## config.mk

```make
export PLATFORM = sky130hd
export DESIGN_NAME = lcd_text_buffer
export DESIGN_NICKNAME = d
export VERILOG_FILES = /design/src/rtl/lcd_pkg.sv /design/src/rtl/lcd_text_ram.sv /design/src/rtl/lcd_text_buffer.sv
export SDC_FILE = /design/constraint.sdc
export NUM_CORES = 1
export LEC_CHECK = 0
export BUFFER_PORTS_ARGS = -buffer_cell sky130_fd_sc_hd__buf_4
export CAP_MARGIN = 10
export CELL_PAD_IN_SITES_DETAIL_PLACEMENT = 1
export CELL_PAD_IN_SITES_GLOBAL_PLACEMENT = 1
export CORE_MARGIN = 2
export CORE_UTILIZATION = 55
export DETAILED_ROUTE_END_ITERATION = 12
export HOLD_SLACK_MARGIN = 0.12
export PLACE_DENSITY = 0.76
export RECOVER_POWER = 25
export SLEW_MARGIN = 10
export SYNTH_ARGS = -nofsm -noshare
export SYNTH_HDL_FRONTEND = slang
export SYNTH_SLANG_ARGS = --single-unit
```

## constraint.sdc

```tcl
create_clock -name clk -period 3.8 [get_ports clk]
set_input_delay 0.76 -clock clk [delete_from_list [all_inputs] [get_ports clk]]
set_output_delay 0.76 -clock clk [all_outputs]
set_load 0.01 [all_outputs]
```

## src/rtl/lcd_pkg.sv

```systemverilog
// Shared geometry and control-character constants for the LCD text path.
// Used by the text buffer and the HD44780 driver so both agree on the
// frame layout (line-major, LINE_WIDTH characters per line).
package lcd_pkg;

  localparam int LINE_WIDTH = 16;                 // must be a power of two
  localparam int LINES      = 4;                  // must be a power of two
  localparam int DEPTH      = LINE_WIDTH * LINES;
  localparam int AW         = $clog2(DEPTH);
  localparam int LW         = $clog2(LINE_WIDTH);

  localparam logic [7:0] FILL_CHAR = 8'h20;

  // Stream control characters
  localparam logic [7:0] CH_BS = 8'h08;
  localparam logic [7:0] CH_LF = 8'h0A;
  localparam logic [7:0] CH_FF = 8'h0C;
  localparam logic [7:0] CH_CR = 8'h0D;

  // First printable code; anything below is control
  localparam logic [7:0] CH_PRINT_MIN = 8'h20;

  typedef enum logic {
    CLEAR = 1'b0,
    IDLE  = 1'b1
  } state_t;

endpackage

```

## src/rtl/lcd_text_ram.sv

```systemverilog
// DEPTH x 8 character store: one write port, one registered read port.
// The array itself has no reset so it maps onto block/distributed RAM;
// only the read-data register is cleared by rst.
// Ports:
//   clk, rst      clock, async active-low reset (read register only)
//   we/waddr/wdata write port
//   raddr/rdata   read port, 1-cycle latency, read-before-write
module lcd_text_ram
  import lcd_pkg::*;
(
  input  logic          clk,
  input  logic          rst,
  input  logic          we,
  input  logic [AW-1:0] waddr,
  input  logic [7:0]    wdata,
  input  logic [AW-1:0] raddr,
  output logic [7:0]    rdata
);

  logic [7:0] mem [DEPTH];

  always_ff @(posedge clk) begin
    if (we) mem[waddr] <= wdata;
  end

  // Same-address read/write returns the old byte (NBA ordering).
  always_ff @(posedge clk or negedge rst) begin
    if (!rst) rdata <= '0;
    else      rdata <= mem[raddr];
  end

endmodule

```

## src/rtl/lcd_text_buffer.sv

```systemverilog
// 4x16 character frame buffer feeding the HD44780 4-bit driver.
// Content arrives via a random-access write port or a cursor-based
// character stream; the driver reads it back through rd_addr/rd_data.
// trg is pulsed when content changed, the driver is idle and the refresh
// holdoff has expired.
// Ports:
//   clk, rst              clock, async active-low reset
//   wr_en/wr_addr/wr_data random-access write (wins over the stream)
//   ch_valid/ch_data/ch_ready  character stream handshake
//   rd_addr/rd_data       driver read port (1-cycle latency)
//   lcd_busy              driver busy flag
//   trg                   single-cycle print request
//   cursor                current stream write position
//   dirty                 content changed since last trg
module lcd_text_buffer
  import lcd_pkg::*;
#(
  parameter int MIN_REFRESH_CYCLES = 25000
) (
  input  logic          clk,
  input  logic          rst,
  input  logic          wr_en,
  input  logic [AW-1:0] wr_addr,
  input  logic [7:0]    wr_data,
  input  logic          ch_valid,
  input  logic [7:0]    ch_data,
  output logic          ch_ready,
  input  logic [AW-1:0] rd_addr,
  output logic [7:0]    rd_data,
  input  logic          lcd_busy,
  output logic          trg,
  output logic [AW-1:0] cursor,
  output logic          dirty
);

  localparam int HW = (MIN_REFRESH_CYCLES > 1) ? $clog2(MIN_REFRESH_CYCLES) : 1;

  state_t        state;
  logic [AW-1:0] fill_idx;
  logic [HW-1:0] holdoff;

  logic          ch_acc;
  logic          ch_print;
  logic          fire;

  logic          ram_we;
  logic [AW-1:0] ram_waddr;
  logic [7:0]    ram_wdata;

  // Random-access writes steal the RAM port, so the stream stalls then.
  assign ch_ready = (state == IDLE) && !wr_en;
  assign ch_acc   = ch_valid && ch_ready;
  assign ch_print = (ch_data >= CH_PRINT_MIN);

  // Registered trg: !trg keeps it to one cycle even if holdoff is tiny.
  assign fire = (state == IDLE) && dirty && !lcd_busy && !trg && (holdoff == '0);

  always_comb begin
    ram_we    = 1'b0;
    ram_waddr = cursor;
    ram_wdata = ch_data;
    if (state == CLEAR) begin
      ram_we    = 1'b1;
      ram_waddr = fill_idx;
      ram_wdata = FILL_CHAR;
    end else if (wr_en) begin
      ram_we    = 1'b1;
      ram_waddr = wr_addr;
      ram_wdata = wr_data;
    end else if (ch_acc && ch_print) begin
      ram_we    = 1'b1;
    end
  end

  lcd_text_ram u_ram (
    .clk   (clk),
    .rst   (rst),
    .we    (ram_we),
    .waddr (ram_waddr),
    .wdata (ram_wdata),
    .raddr (rd_addr),
    .rdata (rd_data)
  );

  always_ff @(posedge clk or negedge rst) begin
    if (!rst) begin
      state    <= CLEAR;
      fill_idx <= '0;
      cursor   <= '0;
      dirty    <= 1'b0;
      trg      <= 1'b0;
      holdoff  <= '0;
    end else begin
      trg <= fire;

      if (fire)                 holdoff <= HW'(MIN_REFRESH_CYCLES - 1);
      else if (holdoff != '0)   holdoff <= holdoff - 1'b1;

      case (state)
        CLEAR: begin
          fill_idx <= fill_idx + 1'b1;
          if (fill_idx == AW'(DEPTH - 1)) begin
            state  <= IDLE;
            cursor <= '0;
            dirty  <= 1'b1;
          end
        end

        IDLE: begin
          // A write in the trg cycle must win so it is not lost.
          if (fire) dirty <= 1'b0;

          if (wr_en) begin
            dirty <= 1'b1;
          end else if (ch_acc) begin
            if (ch_print) begin
              cursor <= cursor + 1'b1;
              dirty  <= 1'b1;
            end else begin
              case (ch_data)
                CH_LF: cursor <= {cursor[AW-1:LW] + 1'b1, {LW{1'b0}}};
                CH_CR: cursor[LW-1:0] <= '0;
                CH_BS: if (cursor != '0) cursor <= cursor - 1'b1;
                CH_FF: begin
                  state    <= CLEAR;
                  fill_idx <= '0;
                end
                default: ;
              endcase
            end
          end
        end

        default: state <= CLEAR;
      endcase
    end
  end

endmodule

```

### After elaboration in Yosys (flattened, before gate mapping)

Memories as Yosys holds them, arrays and structs flattened. A register that Yosys moved wholly into a read port is not among the register bits.
Index checks and enable logic that the tools add are counted.

* register bits: 30
* memory bits (writable): 512
* word-level logic and storage cells: 83
* memories: 1

Memory list
* u_ram.mem: depth 64, bits a word 8, read ports 1, clocked after memory_dff 1, wr ports 1, RTL line lcd_text_ram.sv:20 `logic [7:0] mem [DEPTH];`

* add/sub/neg operators: 5
* magnitude comparators: 1
* equality and inequality tests: 13
* mux-type cells: 36
* bitwise operators: 1
* reductions and logical operators: 19

Operators with widths (count)
* $mux W6: 11
* $eq A8 B4 Y1 const B: 4
* $mux W15: 2
* $pmux W6 S2: 2
* $mux W8: 2
* $logic_not A15 Y1: 1
* $mux W1: 15
* $reduce_bool A15 Y1: 1
* $sub A15 B1 Y15 const B: 1
* $add A6 B1 Y6 const B: 2
* $reduce_and A5 Y1: 2
* $ge A8 B6 Y1 const B: 1
* $pmux W4 S2: 1
* $logic_and A1 B1 Y1: 7
* $eq A6 B6 Y1 const B: 1
* $ne A2 B1 Y1 const B: 3
* $reduce_bool A6 Y1: 1
* $sub A6 B1 Y6 const B: 1
* $logic_not A1 Y1: 4
* $ne A2 B2 Y1 const B: 2
* $ne A4 B1 Y1 const B: 1
* $ne A4 B2 Y1 const B: 1
* $ne A4 B4 Y1 const B: 1
* $pmux W1 S2: 2
* other kinds (6): 6

### Depth between registers and ports, before layout

Gate-level depths: netlist of the first run.

* depth after elaboration: 9
* mapped depth: 9
* gate-level depth less buffers: 7

### By module

Synthesis of the first run repeated with hierarchy kept, for this count alone.

* cell total of the unflattened synthesis: 1180
* area, all modules: 22305.1 sq um

Modules (own cells, without submodules)
* lcd_text_ram: times used 1, cells each 942, area each 20211.9 sq um, seq. area each 15574.9 sq um
* lcd_text_buffer: times used 1, cells each 238, area each 2093.3 sq um, seq. area each 750.7 sq um

### Worst setup path after synthesis of the first run

OpenSTA, ideal clock, no wires.

* path kind: input -> register
* start point: input port wr_en
* end point: memory u_ram.mem[0][0], data pin
* setup time: 499 ps
* arrival: 2808 ps
* slack: 493 ps
* cell stages on the path: 4
* buffers on the path: 2
* cell sequence: buf_2 buf_2 mux2i_1 nor2_1

* cells in the longest elaborated chain, start to end: 2

Ends and longest elaborated chain
* start, declared: RTL line lcd_text_buffer.sv:22 `input logic wr_en,`
* $mux W8: RTL line lcd_text_buffer.sv:66 `end else if (wr_en) begin`
* $mux W8: RTL line lcd_text_buffer.sv:62 `if (state == CLEAR) begin`
* net ram_wdata[0]: RTL line lcd_text_buffer.sv:48 `logic [7:0] ram_wdata;`
* end, declared: RTL line lcd_text_ram.sv:20

The timed path passes the listed nets, and every way through them passes these cells.

### Worst setup path in the final report of the first run

* start point: register state
* end point: memory u_ram.mem[36][4], data pin

* cells in the longest elaborated chain, start to end: 1

Ends and longest elaborated chain
* start, declared: RTL line lcd_text_buffer.sv:38 `state_t state;`
* start signal, assigned: RTL line lcd_text_buffer.sv:87 `state <= CLEAR;`
* start signal, assigned: RTL line lcd_text_buffer.sv:103 `state <= IDLE;`
* start signal, assigned: RTL line lcd_text_buffer.sv:125 `state <= CLEAR;`
* $mux W8: RTL line lcd_text_buffer.sv:62
* net ram_wdata[4]: RTL line lcd_text_buffer.sv:48

The timed path passes the listed nets, and every way through them passes these cells.

==> results of run 1 <==
[per-layer routing]
metal,wire [um],GRT usage [%],vias to the layer above
met5,9,0,-
met2,27200,45.1,491
met3,4160,5.42,103
met1,22600,39.0,6106
met4,1500,8.46,2
li1,-,-,4863
[path summary, 6_finish.rpt]
check / to / slack [ps] / depth (start not counted)
max: u_ram.mem[36][4] / 480 / 3
max reg2reg: u_ram.mem[36][4] / 480 / 3
max in group asynchronous: u_ram.rdata[5] / 1580 / 1
min reg2reg: holdoff[14] / 480 / 1
min in group asynchronous: cursor[3] / 860 / 1
min: holdoff[14] / 480 / 1
[logic make-up after synthesis]
logic type | after synthesis | synth area share, %
buffers and inverters | 74 | 1.61
AO/OA/AOI/OAI | 127 | 3.91
multiplexers | 181 | 15.5
flip-flops | 550 | 74.0
XOR/XNOR | 10 | 0.397
AND/OR/NAND/NOR | 198 | 4.18
adder cells (fa/ha/maj) | 7 | 0.397
[area by class of cell]
class                           count  share of cell area [%]
Clock buffer                       68                    5.93
Sequential cell                   550                    65.3
Tap cell                          525                    2.63
Multi-Input combinational cell    523                    21.6
Inverter                           13                   0.195
Clock inverter                     34                    1.63
Timing Repair Buffer               95                    2.73
[report_power, final]
part / internal (uW) / leakage (uW) / switching (uW) / total [uW]
combinational: 507 / 0.00225 / 893 / 1400
sequential: 6940 / 0.00505 / 212 / 7150
clock: 3320 / 0.000923 / 2310 / 5630
[stage by stage]
stage	hold slack [ps]	instance area [um2]	util, %
3_3_place_gp	468	23300	58.7
2_1_floorplan	447	22100	-
5_1_grt	521	25000	63.1
3_5_place_dp	479	23300	58.7
6_report	481	25000	63.1
4_1_cts	145	25200	63.5
[synthesized netlist by cell type (10+ instances only)]
cell      count
nor2_1      105
mux4_2      128
o221ai_1     10
a21oi_1      23
dfrtp_1      38
buf_2        25
o22ai_1      22
inv_1        13
edfxtp_1    512
clkbuf_1     23
nand2_1      33
o21ai_0      23
mux2i_1      49
[sequential cells by signal, indices dropped and copies added (netlist names)]
signal	flops
cursor	6
holdoff	15
trg	1
u_ram.rdata	8
dirty	1
fill_idx	6
u_ram.mem	512
state	1
==> impl_metrics.toml, run 1 <==
[power]
ir_worst_vdd_uv = 400
total_power_uw = 14200
p_leak_uw = 0.00822
pwr_density_cell_nw_per_um2 = 567

[min_path]
hp-class = "reg2reg"
hold_start = "holdoff[14]"

[finish]
layout_common_cells = "512 x edfxtp_1, 128 x mux4_2, 100 x nor2_1, 64 x buf_4, 54 x clkbuf_16"
diodes = 0
final_nets = 1277
final_cells = 1808
drive_gt1_share_pct = 23.5
syn_to_final_growth_pct = 13.4
final_common_cell = "edfxtp_1"
multi_input_area_um2 = 5410
fillers = 3362
register_area_um2 = 16300

[synthesis]
syn-num-nets = 1187
syn_area_um2 = 22100
synth_edf_count = 512
netlist_instances = 1147
ys_types = 61
synth-seq-cells = 550
yosys_warnings = 0
synth_ff_type = "edfxtp_1"
synthTopCellsByArea = "edfxtp_1 70%, mux4_2 13%, dfrtp_1 4.3%"
async_flop_share_pct = 6.91
netlist.area_leader.share_pct = 69.7
yosysSeqAreaShare_pct = 74.0
syn_area_per_cell_um2 = 19.2
yosys.area.top_type = "edfxtp_1"

[setup_path]
worstSetupPathType = "reg2reg"
worstSetupStartpointType = "flip-flop"
crit_start = "state"
path_cells = "inv_1 > nor2_4 > clkbuf_2"
end_kind = "flip-flop"
crit_family = "buffers and inverters"
r2r-start = "state"
cp.arrival_ps = 3500
worstPathMaxFanout = 64
critPathBufInv = 2
worst_path_largest_cell_delay_ps = 1180
critPathSlowestCell = "clkbuf_2"
cp.required_ps = 3980

[placed_design]
place_hpwl_um = 35400
portBuffers = 49
gp_congestion = 0.833
dp_slack_ps = 519
placed_cells = 1706

[clock_network]
insertion_delay_ps = 630
cts_root_buffer = "clkbuf_16"
cts_inserted_buffers = 54
cts_setup_buffers = 0
cts_hold_buf = 0
clk_pin_slew_ps = 60
clockBufferDepth = 3
htree_levels = 2
cts_sinks = 550
cts_resized = 0
cts_tree = "built"

[timing]
finalSetupViolations = 0
fin_tns_setup_ps = 0
min_period_over_period_pct = 87.4
final_hold_viol_count = 0
fin_skew_ps = 24.8
slew_violations = 169
fin_crit_ps = 3320
setup_slack_ps = 478
worstMarginPinSlew_ps = 2370
slew_headroom_pct = -58.2
fmaxAchievable_mhz = 301
rsz0062_at_grt = "false"

[outcome]
violations = "max-capacitance violations, max-slew violations"
status = "finished, violations left"

[global_route]
grt_overflow = 0
grt_pass1_vias = 12400
grt_max_degree = 67
grt_pass1_wl_um = 83400
grt_use_total_pct = 27.9
grt_antenna_before_repair = 1

[floorplan]
start_util_pct = 55.6
fp-row-count = 73
io_pins = 50
die_h_um = 204
die_area_um2 = 41700
die_w_um = 204
core-area_um2 = 39600

[detailed_routing]
firstDrtPassIters = 5
vias_per_cell = 6.40
dr.first_iter.drc_count = 1105
vias = 11600
wl_per_cell_um = 30.6
routed_wl_um = 55400
ant_nets = 0
drc = 0

[job]
drv_cap = 3
(Power assumes the default switching activity.)
==> run 2: changes to the inputs <==
--- a/config.mk
+++ b/config.mk
@@ -15,6 +15,7 @@
 export HOLD_SLACK_MARGIN = 0.12
 export PLACE_DENSITY = 0.76
 export RECOVER_POWER = 25
+export REMOVE_ABC_BUFFERS = 1
 export SLEW_MARGIN = 10
 export SYNTH_ARGS = -nofsm -noshare
 export SYNTH_HDL_FRONTEND = slang
==> run 2 against run 1 <==
  * The flow still finishes with violations (max-capacitance violations, max-slew violations)
  * Final cell count is 0.44% higher
  * Sequential share of layout area is 0.20 points higher
  * Power is 2.6% lower
==> impl_metrics.toml, run 2 (synthesis results as in run 1) <==
[clock_network]
clk_pin_slew_ps = 60
htree_levels = 2
cts_hold_buf = 0
clockBufferDepth = 3
cts_resized = 0
insertion_delay_ps = 600
cts_tree = "built"
cts_setup_buffers = 0
cts_inserted_buffers = 55
cts_sinks = 550
cts_root_buffer = "clkbuf_16"

[detailed_routing]
ant_nets = 0
wl_met2_um = 27800
drc = 0
dr_wl_met3_um = 4050
wl_per_cell_um = 30.7
vias = 11700
dr.first_iter.drc_count = 1273
top_layer_used = "met4"
wl_met1_um = 22400
routed_wl_um = 55700
firstDrtPassIters = 6
vias_per_cell = 6.43

[setup_path]
worstPathMaxFanout = 64
cp.arrival_ps = 3560
worstSetupStartpointType = "flip-flop"
end_kind = "flip-flop"
worstSetupPathType = "reg2reg"
cp.required_ps = 3960

[timing]
finalSetupViolations = 0
slew_headroom_pct = -71.4
fin_skew_ps = 13.2
worstMarginPinSlew_ps = 2570
fin_tns_setup_ps = 0
fin_crit_ps = 3390
slew_violations = 104
min_period_over_period_pct = 89.2
rsz0062_at_grt = "false"
setup_slack_ps = 409
fmaxAchievable_mhz = 295
final_hold_viol_count = 0

[outcome]
violations = "max-capacitance violations, max-slew violations"
status = "finished, violations left"

[global_route]
grt_pass1_vias = 12300
grt_pass1_wl_um = 83000
grt_antenna_before_repair = 0
grt_overflow = 0
grt_use_total_pct = 27.9
grt_max_degree = 65

[power]
ir_worst_vdd_uv = 363
p_leak_uw = 0.00821
pwr_density_cell_nw_per_um2 = 554

[job]
drv_cap = 2

[floorplan]
die_area_um2 = 41700
start_util_pct = 55.6
die_w_um = 204
fp-row-count = 73
io_pins = 50
core-area_um2 = 39600
die_h_um = 204

[finish]
final_cells = 1816
diodes = 0
layout_common_cells = "512 x edfxtp_1, 128 x mux4_2, 99 x nor2_1, 81 x buf_4, 55 x clkbuf_16"
final_core_util_pct = 62.9
largest_reg_flops = 512
drive_gt1_share_pct = 23.7
final_common_cell = "edfxtp_1"
top_regs = "u_ram.mem: 512 flops, holdoff: 15 flops, u_ram.rdata: 8 flops"
largest_register = "u_ram.mem"
final_nets = 1291
syn_to_final_growth_pct = 13.0

[placed_design]
dp_slack_ps = 364
gp_congestion = 0.862
placed_cells = 1719
portBuffers = 49
place_hpwl_um = 35400

[min_path]
hp-class = "reg2reg"
## run 2: power by group
group | switching [uW] | internal (uW)
Combinational | 895 | 512
Clock | 2220 | 3030
Sequential | 209 | 6940
Total | 3320 | 10500
## run 2: area by class of cell
class / count / area, um2
Fill cell: 3331 / 14700
Timing Repair Buffer: 108 / 777
Tap cell: 525 / 657
Sequential cell: 550 / 16300
Inverter: 13 / 48.8
Multi-Input combinational cell: 523 / 5410
Clock inverter: 34 / 308
Clock buffer: 63 / 1410
## run 2: critical path, stage by stage, from the launching register on
cell      delay, ps
dfrtp_1         750
clkbuf_1        370
inv_1           420
nor2_4          190
clkbuf_2       1170
## run 2: routing by layer
layer | up-vias | GRT usage (%)
met3 | 91 | 4.37
met1 | 6153 | 39.0
li1 | 4894 | -
met4 | 0 | 8.05
met5 | - | 0
met2 | 536 | 46.0
## run 2: worst paths after layout
check	startpoint	end	slack (ps)	depth (start not counted)
setup / recovery	state	u_ram.mem[43][1]	410	4
hold / removal	holdoff[14]	holdoff[14]	500	1
setup reg to reg	state	u_ram.mem[43][1]	410	4
hold reg to reg	holdoff[14]	holdoff[14]	500	1
max in group asynchronous	rst	u_ram.rdata[0]	1350	1
min in group asynchronous	rst	cursor[1]	950	1
## run 2: through the flow
| step | cell area [um2] | total power [uW] | hold WS [ps] |
|---|---|---|---|
| floorplan | 21800 | 7990 | 447 |
| global placement | 23300 | 8640 | 466 |
| detailed placement | 23300 | 8710 | 475 |
| CTS | 25100 | 13900 | 172 |
| global route | 24900 | 14200 | 535 |
| finish | 24900 | 13800 | 498 |
